### src/rtl/keccak_pkg.sv
// Shared constants and state encoding for the Keccak unpadder.
// Pad byte values follow the pad10*1 scheme with big-endian byte order.
package keccak_pkg;

    localparam int RATE_BYTES = 72;
    localparam int WORD_BYTES = 8;

    localparam logic [7:0] PAD_FIRST = 8'h01;
    localparam logic [7:0] PAD_LAST  = 8'h80;
    localparam logic [7:0] PAD_BOTH  = 8'h81;

    typedef enum logic [1:0] {
        IDLE  = 2'd0,
        CHECK = 2'd1,
        EMIT  = 2'd2
    } state_t;

endpackage

### src/rtl/keccak_pad_scan.sv
// Combinational pad10*1 scanner: finds message length of a final block.
// err is set when the tail does not form a legal pad.
module keccak_pad_scan
    import keccak_pkg::*;
#(
    parameter int RATE_BITS = 576
) (
    input  logic [RATE_BITS-1:0] block,
    output logic [6:0]           len,
    output logic                 err
);

    localparam int RB = RATE_BITS / 8;

    logic [7:0] tail;
    logic       nz_any;
    logic [6:0] nz_idx;
    logic [7:0] nz_val;

    always_comb begin
        tail   = block[7:0];
        nz_any = 1'b0;
        nz_idx = '0;
        nz_val = '0;
        // Highest-index nonzero byte before the tail must be the 0x01 marker
        for (int j = 0; j < RB - 1; j++) begin
            if (block[RATE_BITS-1-8*j -: 8] != 8'h00) begin
                nz_any = 1'b1;
                nz_idx = 7'(j);
                nz_val = block[RATE_BITS-1-8*j -: 8];
            end
        end
        len = '0;
        err = 1'b1;
        if (tail == PAD_BOTH) begin
            len = 7'(RB - 1);
            err = 1'b0;
        end else if (tail == PAD_LAST && nz_any && nz_val == PAD_FIRST) begin
            len = nz_idx;
            err = 1'b0;
        end
    end

endmodule

### src/rtl/keccak_unpadder.sv
// Receive-side pad10*1 stripper: takes padded rate blocks and streams
// the message back out as words with per-word valid byte counts.
module keccak_unpadder
    import keccak_pkg::*;
#(
    parameter int RATE_BITS = 576,
    parameter int WORD_BITS = 64
) (
    input  logic                 clk,
    input  logic                 rst_n,
    input  logic [RATE_BITS-1:0] in_block,
    input  logic                 in_valid,
    input  logic                 in_last,
    output logic                 in_ready,
    output logic [WORD_BITS-1:0] out_word,
    output logic [3:0]           out_bytes,
    output logic                 out_last,
    output logic                 out_valid,
    input  logic                 out_ready,
    output logic                 pad_err
);

    localparam int RB = RATE_BITS / 8;
    localparam int WB = WORD_BITS / 8;
    localparam int NW = RATE_BITS / WORD_BITS;

    state_t               state;
    state_t               state_n;
    logic [RATE_BITS-1:0] blk;
    logic                 blk_last;
    logic [6:0]           len;
    logic [3:0]           k;
    logic [6:0]           scan_len;
    logic                 scan_err;
    logic [3:0]           last_k;
    logic [6:0]           len_m1;
    logic [6:0]           rem;
    logic [3:0]           nbytes;
    logic [WORD_BITS-1:0] raw;
    logic                 emit;

    keccak_pad_scan #(
        .RATE_BITS (RATE_BITS)
    ) u_scan (
        .block (blk),
        .len   (scan_len),
        .err   (scan_err)
    );

    always_ff @(posedge clk or negedge rst_n) begin
        if (!rst_n) state <= IDLE;
        else        state <= state_n;
    end

    always_comb begin
        state_n = state;
        pad_err = 1'b0;
        case (state)
            IDLE: begin
                if (in_valid && in_ready) state_n = CHECK;
            end
            CHECK: begin
                if (blk_last && scan_err) begin
                    pad_err = 1'b1;
                    state_n = IDLE;
                end else begin
                    state_n = EMIT;
                end
            end
            EMIT: begin
                if (out_ready && k == last_k) state_n = IDLE;
            end
            default: state_n = IDLE;
        endcase
    end

    // in_ready is registered so it stays low through reset and the first cycle
    always_ff @(posedge clk or negedge rst_n) begin
        if (!rst_n) begin
            blk      <= '0;
            blk_last <= 1'b0;
            len      <= '0;
            k        <= '0;
            in_ready <= 1'b0;
        end else begin
            in_ready <= (state_n == IDLE);
            if (state == IDLE && in_valid && in_ready) begin
                blk      <= in_block;
                blk_last <= in_last;
            end
            if (state == CHECK) begin
                len <= blk_last ? scan_len : 7'(RB);
                k   <= '0;
            end else if (state == EMIT && out_ready) begin
                k <= k + 4'd1;
            end
        end
    end

    assign emit   = (state == EMIT);
    assign len_m1 = len - 7'd1;
    assign last_k = (len == '0) ? '0 : 4'(len_m1 / 7'(WB));
    assign rem    = len - 7'(32'(k) * WB);
    assign nbytes = (rem >= 7'(WB)) ? 4'(WB) : rem[3:0];

    always_comb begin
        raw = '0;
        for (int i = 0; i < NW; i++) begin
            if (k == 4'(i)) raw = blk[RATE_BITS-1-WORD_BITS*i -: WORD_BITS];
        end
    end

    always_comb begin
        out_word  = '0;
        out_bytes = '0;
        out_last  = 1'b0;
        out_valid = emit;
        if (emit) begin
            out_bytes = nbytes;
            out_last  = blk_last && (k == last_k);
            for (int i = 0; i < WB; i++) begin
                if (4'(i) < nbytes)
                    out_word[WORD_BITS-1-8*i -: 8] = raw[WORD_BITS-1-8*i -: 8];
            end
        end
    end

endmodule

### config.mk
export PLATFORM = sky130hd
export DESIGN_NAME = keccak_unpadder
export DESIGN_NICKNAME = d
export VERILOG_FILES = /design/src/rtl/keccak_pkg.sv /design/src/rtl/keccak_pad_scan.sv /design/src/rtl/keccak_unpadder.sv
export SDC_FILE = /design/constraint.sdc
export NUM_CORES = 1
export LEC_CHECK = 0
export CAP_MARGIN = 20
export CORE_MARGIN = 4
export CORE_UTILIZATION = 40
export DETAILED_ROUTE_END_ITERATION = 12
export HOLD_SLACK_MARGIN = 0.15
export PLACE_DENSITY_LB_ADDON = 0.05
export SYNTH_ARGS = -nofsm -noshare
export SYNTH_HDL_FRONTEND = slang
export SYNTH_SLANG_ARGS = --single-unit
### constraint.sdc
create_clock -name clk -period 5.2 [get_ports clk]
set_clock_uncertainty 0.1 [all_clocks]
set_input_delay 1.04 -clock clk [delete_from_list [all_inputs] [get_ports clk]]
set_output_delay 1.04 -clock clk [all_outputs]
set_load 0.05 [all_outputs]
* Word-level counts from Yosys, hierarchy flattened
Cells that the tools add are included.
** Storage, ports and cells
- Bits of input ports :: 581
- Word-level logic and storage cells :: 364
- Flip-flop bits (word level) :: 591
- Output and inout bits :: 72
** Operators by class
- $lt $le $gt $ge :: 9
- Muxes and demuxes :: 247
- Eq/ne operators :: 14
- Add/subtract/negate cells :: 3
- Reductions and logical operators :: 85
** Operators by type and width (number)
- $mux 64 :: 10
- $mux 8 :: 79
- $reduce_bool 8->1 :: 71
- $mux 6 :: 32
- $mux 5 :: 16
- $mux 1 :: 77
- $mux 7 :: 10
- $mux 4 :: 13
- $eq 4x3->1 const B :: 4
- $eq 8x8->1 const B :: 2
- $lt 3x4->1 const A :: 4
- $mux 3 :: 4
- $mux 2 :: 5
- $logic_and 1x1->1 :: 9
- $eq 4x2->1 const B :: 2
- $eq 8x1->1 const B :: 1
- $lt 1x4->1 const A :: 2
- $lt 2x4->1 const A :: 2
- $ge 7x4->1 const B :: 1
- $logic_not 7->1 :: 1
- $sub 7x1->7 const B :: 1
- $sub 7x7->7 :: 1
- $pmux 2 s3 :: 1
- $add 4x1->4 const B :: 1
- other kinds (8) :: 9

* Depth between registers and ports, before layout
Gate-level depths: netlist (run 1).
- Word-level depth :: 80
- Depth in mapped cells :: 14
- Gate-level depth less buffers :: 11

* By module
A second synthesis (run 1) with hierarchy kept.
** Unflattened totals
- Cell total of the unflattened synthesis :: 4481
- Area, all modules :: 34503.1 um^2
** Modules (own cells, without submodules)
- keccak_unpadder :: cells each 3358, seq. area each 14789.2 um^2, instances 1, area an instance 27605.2 um^2
- keccak_pad_scan :: cells each 1123, seq. area each 0.0 um^2, instances 1, area an instance 6897.9 um^2

* Worst setup path before layout (run 1)
OpenSTA, ideal clock, no wires.
- Kind :: flip-flop to output port
- From :: register blk[96]
- To :: output pad_err
- Arrival :: 3211 ps
- Stages on the path, launching flop included :: 11
- Slack :: 849 ps
- Path buffers :: 0
- Required time :: 4060 ps
- Cell sequence :: dfrtp_1 -> or4_4 -> nor3b_4 -> nand4_4 -> nor4_2 -> nand4_1 -> or4_1 -> nand4b_1 -> nor4_1 -> a31oi_2 -> and2_1
** On the way
- Word-level cells in the longest chain between the ends :: 20
- Elaborated cells between the ends (all ways) :: 33
- Classes of those cells :: eq/ne (1); mux (28); reduce/logical (4)
** RTL lines
- from (decl) :: line keccak_unpadder.sv:29 : logic [RATE_BITS-1:0] blk;
- from (signal assigned) :: line keccak_unpadder.sv:88 : blk <= in_block;
- $reduce_bool 8->1 :: line keccak_pad_scan.sv:27 : if (block[RATE_BITS-1-8*j -: 8] != 8'h00) begin
- $mux 8 or $mux 1 (tied branches) (12 in a row) :: line keccak_pad_scan.sv:27
- $eq 8x1->1 or $logic_and 1x1->1 (tied branches) :: line keccak_pad_scan.sv:38 : end else if (tail == PAD_LAST && nz_any && nz_val == PAD_FIRST) begin
- $logic_and 1x1->1 * :: line keccak_pad_scan.sv:38
- $mux 1 * :: line keccak_pad_scan.sv:38
- $mux 1 * :: line keccak_pad_scan.sv:35 : if (tail == PAD_BOTH) begin
- $logic_and 1x1->1 * :: line keccak_unpadder.sv:63 : if (blk_last && scan_err) begin
- $mux 1 * :: line keccak_unpadder.sv:63
- $mux 1 * :: line keccak_unpadder.sv:58 : case (state)
- to (decl) :: line keccak_unpadder.sv:20 : output logic pad_err
Mark *: on every way between the ends. The rest lies on a longest branch, timed or not.

* Worst setup path after layout (run 1)
- From :: register blk[178]
- To :: output pad_err
** On the way
- Word-level cells in the longest chain between the ends :: 30
- Elaborated cells between the ends (all ways) :: 53
- Classes of those cells :: eq/ne (1); mux (48); reduce/logical (4)
** RTL lines (line)
- $reduce_bool 8->1 :: keccak_pad_scan.sv:27
- $mux 8 or $mux 1 (tied branches) (22 in a row) :: keccak_pad_scan.sv:27
- $eq 8x1->1 or $logic_and 1x1->1 (tied branches) :: keccak_pad_scan.sv:38
- $logic_and 1x1->1 * :: keccak_pad_scan.sv:38
- $mux 1 * :: keccak_pad_scan.sv:38
- $mux 1 * :: keccak_pad_scan.sv:35
- $logic_and 1x1->1 * :: keccak_unpadder.sv:63
- $mux 1 * :: keccak_unpadder.sv:63
- $mux 1 * :: keccak_unpadder.sv:58
Marks and branches as above.

==> flow_metrics.py, run 1 <==
metrics = {
    "run_status": {
        "status": "finished with violations",
        "violations": "negative setup slack",
    },
    "power": {
        "p_leak_nw": 18.7,
        "p_int_mw": 18.5,
        "p_per_area_nw_per_um2": 719,
        "share_seq_of_total_power": 0.310,
        "switchingPower_mw": 16.4,
        "clockPowerShare": 0.150,
        "switching_share": 0.470,
        "p_comb_frac": 0.541,
        "peakVddDrop_v": 0.000380,
    },
    "synth": {
        "synth_area_leader_cell": "dfrtp_1",
        "synth-main-ff-cell": "dfrtp_1",
        "synth.area.top_cells": "dfrtp_1 44%, mux2_2 19%, a221oi_1 5.2%",
        "avgSynthCellArea_um2": 10.3,
        "synth_edf_count": 0,
        "yosysUniqueCellTypes": 81,
        "syn_nets": 3841,
        "ys_seq_area_frac": 0.440,
        "synthCells": 3252,
        "yosys_warnings": 0,
        "synth_top_area_frac": 0.440,
        "ys_ff_latch": 591,
        "syn-cell-area_um2": 33600,
        "synthArstFlopShare": 1.00,
    },
    "detailed_routing": {
        "drt-total-wl_um": 174000,
        "drc": 0,
        "route.vias.total": 34300,
        "routedWlPerCell_um": 33.0,
        "ant_nets": 0,
        "drtPass1Iterations": 6,
        "drtIter0Drc": 3827,
        "via_per_inst": 6.49,
    },
    "timing": {
        "worst_pin_slew_ns": 1.05,
        "maxSlewViolCount": 0,
        "tns_ns": -0.114,
        "min_period_ns": 5.30,
        "rsz0062_at_grt": "yes",
        "final.setup.worst_slack_ns": -0.0972,
        "setup_viol": 2,
        "fin_crit_sh": 1.02,
        "fmax_mhz": 189,
        "slew_headroom": 0.293,
        "finalHoldViolations": 0,
        "hold_ws_ns": 0.393,
    },
    "placement": {
        "place_ws_ns": -0.126,
        "numPortBuffers": 652,
        "hpwl_um": 139000,
        "gp_congestion": 1.03,
        "numPlacedInstances": 5127,
    },
    "final_layout": {
        "final_util": 0.587,
        "area_delta_synth_final_pct": 44.5,
        "nNetsFinal": 4748,
        "diodes": 0,
        "drive_gt1_frac": 0.340,
        "stdcell_count": 5282,
    },
    "setup_path": {
        "slowest_delay_ns": 0.78,
        "critPathRequiredTime_ns": 4.06,
        "endpoint_kind": "output pin",
        "critical_path_class": "reg -> out",
        "critPathSlowestCell": "a31oi_1",
        "cp_cell_sequence": "nor4_1 > buf_4 > a31oi_1 > o311ai_0 > a21oi_1 > o21ai_0 > o2111ai_1 > nand4b_1 > nor4_2 > a31oi_4 > and2_4 > buf_12",
        "arrival_ns": 4.16,
        "start_kind": "register",
        "reg2reg_slack_ns": 1.22,
        "crit_fanout": 5,
        "rr_worst_depth": 12,
        "r2r_start": "blk[325]",
        "timing.rr.end": "in_ready",
    },
    "global_route": {
        "gr-total-overflow": 0,
        "grt_antenna_before_repair": 4,
        "grt_max_degree": 124,
        "grt_pass1_vias": 35000,
        "grt_pass1_wl_um": 245000,
        "track_usage": 0.375,
    },
    "run": {
        "cap_violations": 0,
    },
    "clock_tree": {
        "clkSinkCount": 591,
        "hold_buffers": 0,
        "numCtsBuffers": 71,
        "clk_pin_slew_ns": 0.06,
        "cts_tree": "built",
        "cts_root_buf": "clkbuf_16",
        "cts-htree-levels": 3,
        "insertion_delay_ns": 0.63,
        "cts_buffer_depth": 3,
    },
    "min_path": {
        "min_path_type": "in -> async",
    },
    "floorplanning": {
        "coreArea_um2": 82600,
        "fp.dieW_um": 298,
        "start_util": 0.406,
        "rows": 105,
        "ios": 653,
        "die_area_um2": 88700,
        "die_h_um": 298,
    },
}
-- cell type report --
type | instances | area [um2]
fill | 6834 | 34100
sequential | 591 | 14800
multi-input combinational | 2444 | 19600
clock buffer | 93 | 2020
inverter | 20 | 75.1
tap | 1070 | 1340
clock inverter | 33 | 388
timing repair buffer | 1031 | 10300
-- state kept, by name (all words and copies together), names as in the netlist --
signal and count:
blk_last 1, len 7, k 4, state 2
blk 576, in_ready 1
-- power groups by stage --
| stage | combinational [mW] | clock [mW] | sequential, mW |
|---|---|---|---|
| after global routing | 19.6 | 5.46 | 11.0 |
| final | 18.9 | 5.22 | 10.8 |
| after global placement | 16.8 | 0 | 10.3 |
| after detailed placement | 17.0 | 0 | 10.4 |
| after floorplan | 9.15 | 0 | 9.02 |
| after CTS | 17.5 | 5.26 | 10.5 |
-- metrics by stage --
step | power [mW] | cell area [um2]
after floorplan | 18.2 | 33600
after global placement | 27.0 | 44200
after detailed placement | 27.3 | 44200
after CTS | 33.2 | 47400
after global routing | 36.1 | 48500
final | 34.9 | 48500
-- cells by family after synthesis --
kind of cell / share of synthesized area
and+or+nand+nor: 0.158
buffers and inverters: 0.0244
AOI/OAI and AO/OA: 0.181
DFF: 0.440
adders and majority gates: 0.00320
muxes: 0.191
xor gates and xnor gates: 0.00156
-- how the worst max path moves through the flow --
stage / from / endpoint / slack (ns) / cells past startpoint
detailed placement: blk[536] / pad_err / -0.13 / 13
global placement: blk[536] / pad_err / -0.28 / 13
global route: blk[125] / pad_err / -0.14 / 11
finish: blk[178] / pad_err / -0.1 / 12
floorplan: blk[96] / pad_err / 0.85 / 10
CTS: blk[65] / pad_err / -0.08 / 12
-- per-layer routing --
layer | vias up | GRT usage | part of all wire
met5 | - | 0 | 0.000052
met4 | 2 | 0.240 | 0.082
met3 | 563 | 0.0591 | 0.070
met2 | 2158 | 0.651 | 0.49
met1 | 17000 | 0.434 | 0.36
li1 | 14500 | - | -
-- repair_timing --
action	in CTS	in global routing
pin swaps	17	24
gates cloned	0	2
buffers inserted	9	17
endpoints found under the setup margin	61	65
resized for setup	131	159
-- synth_stat cells, drive strengths merged (5+ instances only) --
cell type and instances:
nand2b 8, nand3b 7, and4 5, dfrtp 591, nor2 305, a211o 8, or4 12, nand4b 5
a211oi 95, nor3b 6, o31ai 9, nor3 143, or3 10, inv 20, a22oi 12, a221o 6
a21oi 129, a41oi 5, a2111oi 17, nand4 37, and3 13, nor4 142, buf 21, and2 54
ha 7, clkbuf 176, a22o 7, a221oi 199, nor2b 6, nor4b 16, a31oi 53, mux2 569
o21ai 170, nand3 38, o21bai 11, nand2 180, a311oi 17, o21a 18, a2111o 9, o211ai 38
a21o 8, o2111ai 13, or2 10
-- layout by cell type (no fill, tap or decap), types with 11 or more instances in the layout --
| cell type | Yosys | final |
|---|---|---|
| a221oi_2 | 0 | 69 |
| mux2_2 | 569 | 569 |
| nor4_1 | 107 | 59 |
| o21bai_1 | 11 | 11 |
| a21oi_1 | 129 | 126 |
| buf_12 | 0 | 78 |
| o21a_1 | 18 | 18 |
| nor3_1 | 142 | 99 |
| nor4_4 | 8 | 35 |
| a211oi_2 | 0 | 29 |
| nand3_1 | 38 | 38 |
| dfrtp_1 | 591 | 582 |
| a311oi_1 | 16 | 16 |
| nand4_1 | 33 | 33 |
| nor3_2 | 0 | 41 |
| nor4_2 | 27 | 48 |
| nand2_1 | 180 | 174 |
| a22oi_1 | 12 | 12 |
| nor4b_1 | 16 | 15 |
| clkdlybuf4s50_1 | 0 | 586 |
| o211ai_1 | 38 | 38 |
| nor2_1 | 305 | 301 |
| buf_4 | 0 | 360 |
| a211oi_1 | 95 | 66 |
| and2_1 | 43 | 37 |
| clkinv_2 | 0 | 12 |
| o2111ai_1 | 13 | 13 |
| clkbuf_16 | 0 | 74 |
| a31oi_1 | 52 | 51 |
| o21ai_0 | 164 | 162 |
| inv_1 | 20 | 20 |
| a221oi_1 | 199 | 124 |
| clkbuf_8 | 0 | 12 |
| and3_1 | 13 | 12 |
-- critical path: cells and delay by family, from the launching register on --
family                 cells  cell delay (ns)
AO/OA/AOI/OAI              6             1.97
flip-flops                 1             0.53
buffers and inverters      2             0.30
AND/OR/NAND/NOR            4             0.74
Power figures use the tool's default switching activity.
==> inputs of run 2 (changes only) <==
--- a/config.mk
+++ b/config.mk
@@ -6,11 +6,14 @@
 export NUM_CORES = 1
 export LEC_CHECK = 0
 export CAP_MARGIN = 20
+export CELL_PAD_IN_SITES_DETAIL_PLACEMENT = 1
+export CELL_PAD_IN_SITES_GLOBAL_PLACEMENT = 1
 export CORE_MARGIN = 4
 export CORE_UTILIZATION = 40
 export DETAILED_ROUTE_END_ITERATION = 12
 export HOLD_SLACK_MARGIN = 0.15
 export PLACE_DENSITY_LB_ADDON = 0.05
+export SKIP_LAST_GASP = 1
 export SYNTH_ARGS = -nofsm -noshare
 export SYNTH_HDL_FRONTEND = slang
 export SYNTH_SLANG_ARGS = --single-unit
==> flow_metrics.py, run 2 (synthesis gave the netlist of run 1 again) <==
metrics = {
    "power": {
        "p_per_area_nw_per_um2": 742,
        "peakVddDrop_v": 0.000417,
        "p_leak_nw": 18.7,
        "fin_total_pwr_mw": 36.1,
    },
    "floorplanning": {
        "rows": 105,
        "die_area_um2": 88700,
        "start_util": 0.406,
        "fp.dieW_um": 298,
        "ios": 653,
        "die_h_um": 298,
        "coreArea_um2": 82600,
    },
    "global_route": {
        "grt_pass1_vias": 37500,
        "grt_max_degree": 109,
        "gr-total-overflow": 0,
        "grt_antenna_before_repair": 8,
        "track_usage": 0.403,
        "grt_pass1_wl_um": 266000,
    },
    "setup_path": {
        "start_kind": "register",
        "crit_fanout": 3,
        "endpoint_kind": "output pin",
        "critical_path_class": "reg -> out",
        "critPathRequiredTime_ns": 4.06,
        "rr_worst_depth": 10,
        "reg2reg_slack_ns": 0.78,
        "arrival_ns": 4.29,
    },
    "timing": {
        "final.setup.worst_slack_ns": -0.226,
        "min_period_ns": 5.43,
        "slew_headroom": 0.219,
        "setup_viol": 12,
        "fin_crit_sh": 1.04,
        "rsz0062_at_grt": "yes",
        "maxSlewViolCount": 0,
        "worst_pin_slew_ns": 1.14,
        "finalHoldViolations": 0,
        "fmax_mhz": 184,
    },
    "detailed_routing": {
        "drtPass1Iterations": 5,
        "drt-total-wl_um": 188000,
        "drtIter0Drc": 3515,
        "route.vias.total": 35000,
        "drc": 0,
        "routedWlPerCell_um": 35.5,
        "ant_nets": 0,
        "via_per_inst": 6.61,
    },
    "clock_tree": {
        "clkSinkCount": 591,
        "clk_pin_slew_ns": 0.06,
        "cts_buffer_depth": 3,
        "hold_buffers": 0,
        "cts_root_buf": "clkbuf_16",
        "numCtsBuffers": 70,
        "cts-htree-levels": 3,
        "insertion_delay_ns": 0.61,
        "cts_tree": "built",
    },
    "final_layout": {
        "fin_area_um2": 48600,
        "largest_reg_flops": 576,
        "mostFrequentLayoutCells": "586 x clkdlybuf4s50_1, 580 x dfrtp_1, 569 x mux2_2",
        "final_util": 0.589,
        "nNetsFinal": 4753,
        "mostFrequentLayoutCell": "clkdlybuf4s50_1",
        "drive_gt1_frac": 0.342,
        "top_regs": "blk x576, len x7, k x4",
        "area_delta_synth_final_pct": 44.8,
        "regMostFlops": "blk",
        "nFillCells": 8540,
    },
    "placement": {
        "placed_cell_area_um2": 44200,
        "hpwl_um": 145000,
        "gp_congestion": 1.02,
        "numPortBuffers": 652,
        "place_ws_ns": -0.138,
    },
    "run_status": {
        "violations": "negative setup slack",
        "status": "finished with violations",
    },
    "run": {
        "cap_violations": 0,
    },
    "min_path": {
        "min_path_type": "in -> async",
    },
}
## run 2: path summary, 6_finish.rpt
check / end / from
max: pad_err / blk[252]
max in group asynchronous: blk[151] / rst_n
max reg2reg: len[0] / blk[369]
min: blk[54] / rst_n
min reg2reg: blk[6] / blk[6]
min in group clk: blk[6] / blk[6]
## run 2: metal layers
layer,global-route usage,wire length (um)
met5,0,23
met4,0.270,15900
met3,0.0530,12200
met2,0.712,93600
met1,0.457,66100
## run 2: final cells by class
class | instances | area, um2 | share of cell area
clock inverters | 27 | 374 | 0.00769
multi-input cells | 2444 | 19600 | 0.402
inverters | 20 | 75.1 | 0.00154
repair buffers | 1037 | 10400 | 0.214
diodes | 4 | 10.0 | 0.000206
clock buffers | 96 | 2030 | 0.0418
well taps | 1070 | 1340 | 0.0275
flip-flops and latches | 591 | 14800 | 0.304
## run 2: per-stage QoR
stage | hold slack [ns] | instances | TNS (ns)
2_1_floorplan | 0.394 | 3252 | 0
3_3_place_gp | 0.414 | 5122 | -0.209
3_5_place_dp | 0.425 | 5122 | -0.138
4_1_cts | 0.441 | 5273 | -0.245
5_1_grt | 0.449 | 5288 | -2.33
6_report | 0.341 | 5289 | -0.515
## run 2: repair_timing
item / 4_1_cts / 5_1_grt
cloned: 1 / 4
setup buffers: 27 / 8
resized for setup: 181 / 109
setup endpoints to repair: 66 / 67
pin swaps: 31 / 15
## run 2: power breakdown
| part | leakage, nW | internal, mW | total, mW | switching (mW) |
|---|---|---|---|---|
| combinational | 10.6 | 8.70 | 19.8 | 11.1 |
| sequential | 6.96 | 6.96 | 11.0 | 4.00 |
| clock | 1.18 | 3.14 | 5.29 | 2.15 |
| total | 18.7 | 18.8 | 36.1 | 17.3 |
## run 2: worst max-delay path, cell delays in order (launching register included)
cell and delay [ns]:
dfrtp_2 0.46, nor4_4 0.34, buf_4 0.21, nand4_1 0.15
or4_4 0.62, nor4_4 0.24, o2111ai_2 0.20, o211ai_1 0.38
a21oi_1 0.14, o31ai_2 0.27, a31oi_2 0.15, buf_4 0.19
and2_4 0.16, buf_12 0.14
